$ cat src/rtl/uart_link.sv
// 8N1 UART transmitter and receiver sharing one oversample tick, plus a little-endian two-byte word assembler.
// TX starts on the first bit tick after a request; RX flags a byte at mid stop bit, and the word follows 2 clocks later.
module uart_link #(
    parameter int CLKS_PER_SAMPLE = 28,
    parameter int OVERSAMPLE      = 16,
    parameter int WORD_WIDTH      = 16
) (
    input  logic                  clk,
    input  logic                  rst,
    input  logic                  start_n,
    input  logic [7:0]            tx_data,
    output logic                  tx,
    output logic                  ready_to_send,
    input  logic                  rx,
    output logic [7:0]            rx_byte,
    output logic                  byte_ready,
    output logic [WORD_WIDTH-1:0] word,
    output logic                  word_ready
);
    localparam int CW = (CLKS_PER_SAMPLE > 1) ? $clog2(CLKS_PER_SAMPLE) : 1;
    localparam int SW = (OVERSAMPLE > 1) ? $clog2(OVERSAMPLE) : 1;
    localparam logic [CW-1:0] CLK_LAST  = CW'(CLKS_PER_SAMPLE - 1);
    localparam logic [SW-1:0] SAMP_LAST = SW'(OVERSAMPLE - 1);
    localparam logic [SW-1:0] HALF_LAST = SW'(OVERSAMPLE / 2 - 1);

    typedef enum logic [1:0] {TX_IDLE, TX_START, TX_DATA, TX_STOP} tx_state_t;
    typedef enum logic [1:0] {RX_IDLE, RX_START, RX_DATA, RX_STOP} rx_state_t;

    logic [CW-1:0]   r_clk_cnt;
    logic [SW-1:0]   r_samp_cnt;
    logic            w_sample_tick;
    logic            w_bit_tick;

    logic [2:0]      r_start_sync;
    logic            w_start_fall;
    tx_state_t       r_tx_state;
    tx_state_t       w_tx_next;
    logic            r_pending;
    logic [7:0]      r_tx_shift;
    logic [2:0]      r_tx_bits;

    logic [1:0]      r_rx_sync;
    rx_state_t       r_rx_state;
    rx_state_t       w_rx_next;
    logic            w_rx_mid;
    logic [SW-1:0]   r_rx_cnt;
    logic [2:0]      r_rx_bits;
    logic [7:0]      r_rx_shift;
    logic [7:0]      r_rx_byte;
    logic            r_byte_ready;

    logic            r_byte_ready_d;
    logic            w_byte_edge;
    logic            r_word_idx;
    logic [7:0]      r_lo_byte;
    logic [WORD_WIDTH-1:0] r_word;
    logic            r_word_stored;
    logic            r_word_ready;

    assign w_sample_tick = (r_clk_cnt == CLK_LAST);
    assign w_bit_tick    = w_sample_tick && (r_samp_cnt == SAMP_LAST);

    always_ff @(posedge clk or negedge rst) begin
        if (!rst) begin
            r_clk_cnt  <= '0;
            r_samp_cnt <= '0;
        end else if (w_sample_tick) begin
            r_clk_cnt  <= '0;
            r_samp_cnt <= (r_samp_cnt == SAMP_LAST) ? '0 : r_samp_cnt + 1'b1;
        end else begin
            r_clk_cnt  <= r_clk_cnt + 1'b1;
        end
    end

    assign w_start_fall  = r_start_sync[2] && !r_start_sync[1];
    assign ready_to_send = (r_tx_state == TX_IDLE) && !r_pending;

    always_comb begin
        w_tx_next = r_tx_state;
        tx        = 1'b1;
        case (r_tx_state)
            TX_IDLE:  if (r_pending && w_bit_tick) w_tx_next = TX_START;
            TX_START: begin
                tx = 1'b0;
                if (w_bit_tick) w_tx_next = TX_DATA;
            end
            TX_DATA: begin
                tx = r_tx_shift[0];
                if (w_bit_tick && r_tx_bits == 3'd7) w_tx_next = TX_STOP;
            end
            TX_STOP:  if (w_bit_tick) w_tx_next = TX_IDLE;
            default:  w_tx_next = TX_IDLE;
        endcase
    end

    // Requests are only taken in IDLE with nothing pending, so nothing ever queues behind a frame.
    always_ff @(posedge clk or negedge rst) begin
        if (!rst) begin
            r_start_sync <= '1;
            r_tx_state   <= TX_IDLE;
            r_pending    <= 1'b0;
            r_tx_shift   <= '0;
            r_tx_bits    <= '0;
        end else begin
            r_start_sync <= {r_start_sync[1:0], start_n};
            r_tx_state   <= w_tx_next;
            case (r_tx_state)
                TX_IDLE: begin
                    if (w_tx_next == TX_START) begin
                        r_pending <= 1'b0;
                    end else if (!r_pending && w_start_fall) begin
                        r_pending  <= 1'b1;
                        r_tx_shift <= tx_data;
                    end
                end
                TX_START: r_tx_bits <= '0;
                TX_DATA: begin
                    if (w_bit_tick) begin
                        r_tx_shift <= r_tx_shift >> 1;
                        r_tx_bits  <= r_tx_bits + 1'b1;
                    end
                end
                default: ;
            endcase
        end
    end

    always_comb begin
        w_rx_next = r_rx_state;
        w_rx_mid  = (r_rx_state == RX_START) ? (r_rx_cnt == HALF_LAST) : (r_rx_cnt == SAMP_LAST);
        case (r_rx_state)
            RX_IDLE:  if (w_sample_tick && !r_rx_sync[1]) w_rx_next = RX_START;
            RX_START: if (w_sample_tick && w_rx_mid) w_rx_next = r_rx_sync[1] ? RX_IDLE : RX_DATA;
            RX_DATA:  if (w_sample_tick && w_rx_mid && r_rx_bits == 3'd7) w_rx_next = RX_STOP;
            RX_STOP:  if (w_sample_tick && w_rx_mid) w_rx_next = RX_IDLE;
            default:  w_rx_next = RX_IDLE;
        endcase
    end

    // The tick counter restarts at each mid-bit sample so later samples stay centred in their bits.
    always_ff @(posedge clk or negedge rst) begin
        if (!rst) begin
            r_rx_sync    <= '1;
            r_rx_state   <= RX_IDLE;
            r_rx_cnt     <= '0;
            r_rx_bits    <= '0;
            r_rx_shift   <= '0;
            r_rx_byte    <= '0;
            r_byte_ready <= 1'b0;
        end else begin
            r_rx_sync  <= {r_rx_sync[0], rx};
            r_rx_state <= w_rx_next;
            if (w_sample_tick) begin
                r_rx_cnt <= (r_rx_state == RX_IDLE || w_rx_mid) ? '0 : r_rx_cnt + 1'b1;
                case (r_rx_state)
                    RX_START: begin
                        if (w_rx_mid && !r_rx_sync[1]) begin
                            r_rx_bits    <= '0;
                            r_byte_ready <= 1'b0;
                        end
                    end
                    RX_DATA: begin
                        if (w_rx_mid) begin
                            r_rx_shift <= {r_rx_sync[1], r_rx_shift[7:1]};
                            r_rx_bits  <= r_rx_bits + 1'b1;
                        end
                    end
                    RX_STOP: begin
                        if (w_rx_mid && r_rx_sync[1]) begin
                            r_rx_byte    <= r_rx_shift;
                            r_byte_ready <= 1'b1;
                        end
                    end
                    default: ;
                endcase
            end
        end
    end

    assign w_byte_edge = r_byte_ready && !r_byte_ready_d;

    always_ff @(posedge clk or negedge rst) begin
        if (!rst) begin
            r_byte_ready_d <= 1'b0;
            r_word_idx     <= 1'b0;
            r_lo_byte      <= '0;
            r_word         <= '0;
            r_word_stored  <= 1'b0;
            r_word_ready   <= 1'b0;
        end else begin
            r_byte_ready_d <= r_byte_ready;
            r_word_stored  <= w_byte_edge && r_word_idx;
            if (w_byte_edge) begin
                r_word_ready <= 1'b0;
                r_word_idx   <= !r_word_idx;
                if (!r_word_idx) r_lo_byte <= r_rx_byte;
                else             r_word    <= WORD_WIDTH'({r_rx_byte, r_lo_byte});
            end else if (r_word_stored) begin
                r_word_ready <= 1'b1;
            end
        end
    end

    assign rx_byte    = r_rx_byte;
    assign byte_ready = r_byte_ready;
    assign word       = r_word;
    assign word_ready = r_word_ready;
endmodule

$ cat config.mk
export PLATFORM = sky130hd
export DESIGN_NAME = uart_link
export DESIGN_NICKNAME = d
export VERILOG_FILES = /design/src/rtl/uart_link.sv
export SDC_FILE = /design/constraint.sdc
export NUM_CORES = 1
export LEC_CHECK = 0
export CORE_MARGIN = 2
export CORE_UTILIZATION = 50
export CTS_CLUSTER_SIZE = 20
export DETAILED_ROUTE_END_ITERATION = 16
export PLACE_DENSITY_LB_ADDON = 0.1
export SYNTH_ARGS = -nofsm -noshare
export SYNTH_HDL_FRONTEND = slang
export SYNTH_SLANG_ARGS = --single-unit
$ cat constraint.sdc
create_clock -name clk -period 3.8 [get_ports clk]
set_clock_uncertainty 0.15 [all_clocks]
set_input_delay 0.76 -clock clk [delete_from_list [all_inputs] [get_ports clk]]
set_output_delay 0.76 -clock clk [all_outputs]
set_load 0.005 [all_outputs]
==> results.md <==
* Status: complete, no violations
* Routed wire length at 5.85 mm
* Hold Vio Cnt, Final at 0
* Final Setup Violations at 0
* Antenna Violating Nets Remaining at 0
* Register area at 2060 sq um
* Pre-CTS setup slack at 1.19 ns
* Critical Path Max Stage Delay at 0.80 ns
* Worst EP required at 2.89 ns
* Vias at 2174
* WL/cell at 14.2 microns
* Slew HR at 33.4%
* CP Capture Type: output pin
* Crit-path leading delay family: flip-flops
* Netlist cell types at 42
* Setup TNS at 0 ns
* Total CTS buffers at 9
* CP Class: reg -> out
* CTS clk-pin slew, worst paths at 0.08 ns
* Hold Buf Count CTS at 0
* Die Wd at 87.7 microns
* DRC at 0
* Cts repair resizes at 0
* Number of filler cells placed in the layout at 557
* Maximum fanout along the worst path at 20
* Drt first pass iters at 4
* Number of global-route vias before repair at 2094
* Num rows at 30
* Mean Syn Cell Area at 12.8 sq um
* Die Area at 7690 sq um
* CP Buf/Inv Count at 1
* CTS tree: done
* CTS sink cnt at 82
* Clk buf depth at 2
* Initial drt markers at 81
* Crit path max-delay cell type: dfrtp_1
* Post-DP HPWL at 3.88 mm
* Period utilization at 74.2%
* Sequential share of the synthesized area at 58.7%
* Syn Inst Count at 274
* Global-route wire length before repair at 10.1 mm
* Worst vdd ir at 0.203 mV
* Gr ovfl total at 0
* Synth warn at 0
* Total power draw at 0.00157 W
* Root Driver: clkbuf_8
* N_diodes at 0
* Non-Filler Instances at 412
* Crit start category: register
* Post-synth EDFFs at 0
* Worst-margin pin slew at 0.999 ns
* Multi-input gate area at 1370 sq um
* Min cycle time layout at 2.82 ns
* Register bit total from synthesis at 82
* Leakage at 1.92 nW
* CP Data Arrival Time at 1.91 ns
* Die height at 87.7 microns
* Nets at 330
* Initial antenna violation count at 0
* Area growth syn-to-layout at 18.5%
* Total global-route track usage at 17.0%
* Post-Syn Area at 3500 sq um
* Detail-routed via count per cell at 5.28
* Post-route worst setup slack at 0.980 ns
* GPL Wtd Cong at 0.744
* Peak Freq at 355 MHz
* Worst hold path class: reg -> reg
* Post-synth top area share at 55.0%
* Fraction of layout cells with a size suffix above 1 at 24.4%
* # IOs at 40
* Post-CTS setup buffer count at 0
* Htree depth at 3
* Inst Count DP at 396
* CP Cell Sequence: mux2i_1 > clkdlybuf4s50_1
* Core ar. at 6790 sq um
* Initial core utilization at 51.6%
* Pwr dens at 379 nW/um^2
* Yosys top cell by area: dfrtp_1
* Primary FF master, synth: dfrtp_1
* Post-synth ARST share at 100%
* Largest cells by area after synthesis: dfrtp_1 (55%), mux2_2 (17%), dfstp_2 (3.7%)
* Max-slew violation count at 0
* I/O Buffers at 39
* Largest net degree at the start of global routing at 83
* RSZ-0062 raised after global routing: no
* Max Cap Viol at 0
* Post-Syn Nets at 293
* Clk_lat worst skew at 0.34 ns
[synth_stat cells, types with 3 or more instances]
cell type / number
nor2_1: 13
nand3_1: 9
nand4b_1: 3
mux2_2: 54
and3_1: 3
nand2_1: 23
dfrtp_1: 77
a21o_1: 3
o22ai_1: 4
dfstp_2: 5
ha_1: 7
xor2_1: 3
o211ai_1: 3
inv_1: 4
buf_2: 3
clkbuf_1: 6
a31oi_1: 5
mux2i_1: 4
o21ai_0: 10
nor3_1: 3
xnor2_1: 4
[final cells by class]
class	instances	share of cell area (%)
Clock buffer	12	3.50
Clock inverter	4	1.24
Inverter	4	0.362
Multi-Input combinational cell	175	33.1
Sequential cell	82	49.6
Tap cell	96	2.89
Timing Repair Buffer	39	9.34
[worst register-to-register path, delay by kind of cell (launching register included)]
kind	cells	cell delay (ns)
adder cells (fa/ha/maj)	1	0.23
flip-flops	1	0.37
AND/OR/NAND/NOR	3	1.38
multiplexers	1	0.38
[sequential cells by signal (all words and copies together) (netlist names), 4 cells and up, named ones only]
register,cells
r_clk_cnt,5
r_lo_byte,8
r_rx_cnt,4
r_rx_shift,8
r_samp_cnt,4
r_tx_shift,8
rx_byte,8
word,16
[per-layer routing]
metal	share of wire, %	track usage (%)
met5	0	0
met3	3.3	3.58
met2	45	24.6
met1	50	24.7
met4	1.5	7.97
[final timing paths]
kind,cells past startpoint,from,slack (ns),endpoint
worst max register to register,5,r_clk_cnt[0]$_DFF_PN0_,1.18,rx_byte[3]$_DFFE_PN0P_
worst min-delay path,0,r_start_sync[0]$_DFF_PN1_,0.20,r_start_sync[1]$_DFF_PN1_
worst min register to register,0,r_start_sync[0]$_DFF_PN1_,0.20,r_start_sync[1]$_DFF_PN1_
worst max-delay path,2,r_tx_state[1]$_DFF_PN0_,0.98,tx
min in group asynchronous,1,rst,0.43,r_tx_shift[1]$_DFFE_PN0P_
max in group asynchronous,1,rst,2.44,r_rx_cnt[3]$_DFFE_PN0N_
[placed cells by master, fill, tap and decap left out, types with 2 or more instances in the layout]
cell,instances
nand4b_1,3
o21ai_0,10
ha_1,7
and3_1,3
clkdlybuf4s50_1,38
nor2b_1,2
mux2_2,54
a21o_1,3
clkbuf_8,10
dfstp_2,5
xnor2_1,4
a21oi_1,2
o22ai_1,4
nor4b_1,2
nand3_1,9
nand4_1,2
xor2_1,3
a31oi_1,5
nor3_1,3
o211ai_1,3
inv_1,4
mux2i_1,4
nor4_1,2
nor2_1,13
a41oi_1,2
clkbuf_1,2
nand2_1,23
dfrtp_1,77
[through the flow]
| step | cell area (sq um) | util (%) | hold slack, ns |
|---|---|---|---|
| 2_1_floorplan | 3500 | - | 0.195 |
| 3_3_place_gp | 3960 | 58.2 | 0.196 |
| 3_5_place_dp | 3960 | 58.2 | 0.197 |
| 4_1_cts | 4150 | 61.1 | 0.200 |
| 5_1_grt | 4150 | 61.1 | 0.197 |
| 6_report | 4150 | 61.1 | 0.200 |
[power breakdown]
group          switching (W)  leakage, nW  total (W)  internal [W]
Sequential         0.0000116         1.09   0.000904      0.000893
Combinational      0.0000238        0.736  0.0000486     0.0000248
Clock               0.000299       0.0966   0.000621      0.000322
Total               0.000334         1.92    0.00157       0.00124
[cell families (layout without fill, tap and decap cells)]
group	count (synthesis)	after routing	share of synthesized area, %
XOR/XNOR	7	7	1.75
multiplexers	58	58	18.5
buffers and inverters	17	59	2.07
AND/OR/NAND/NOR	71	71	10.7
adder cells (fa/ha/maj)	7	7	2.50
flip-flops	82	82	58.7
AO/OA/AOI/OAI	32	32	5.75
Note: power is estimated with default switching activity, not from simulation.
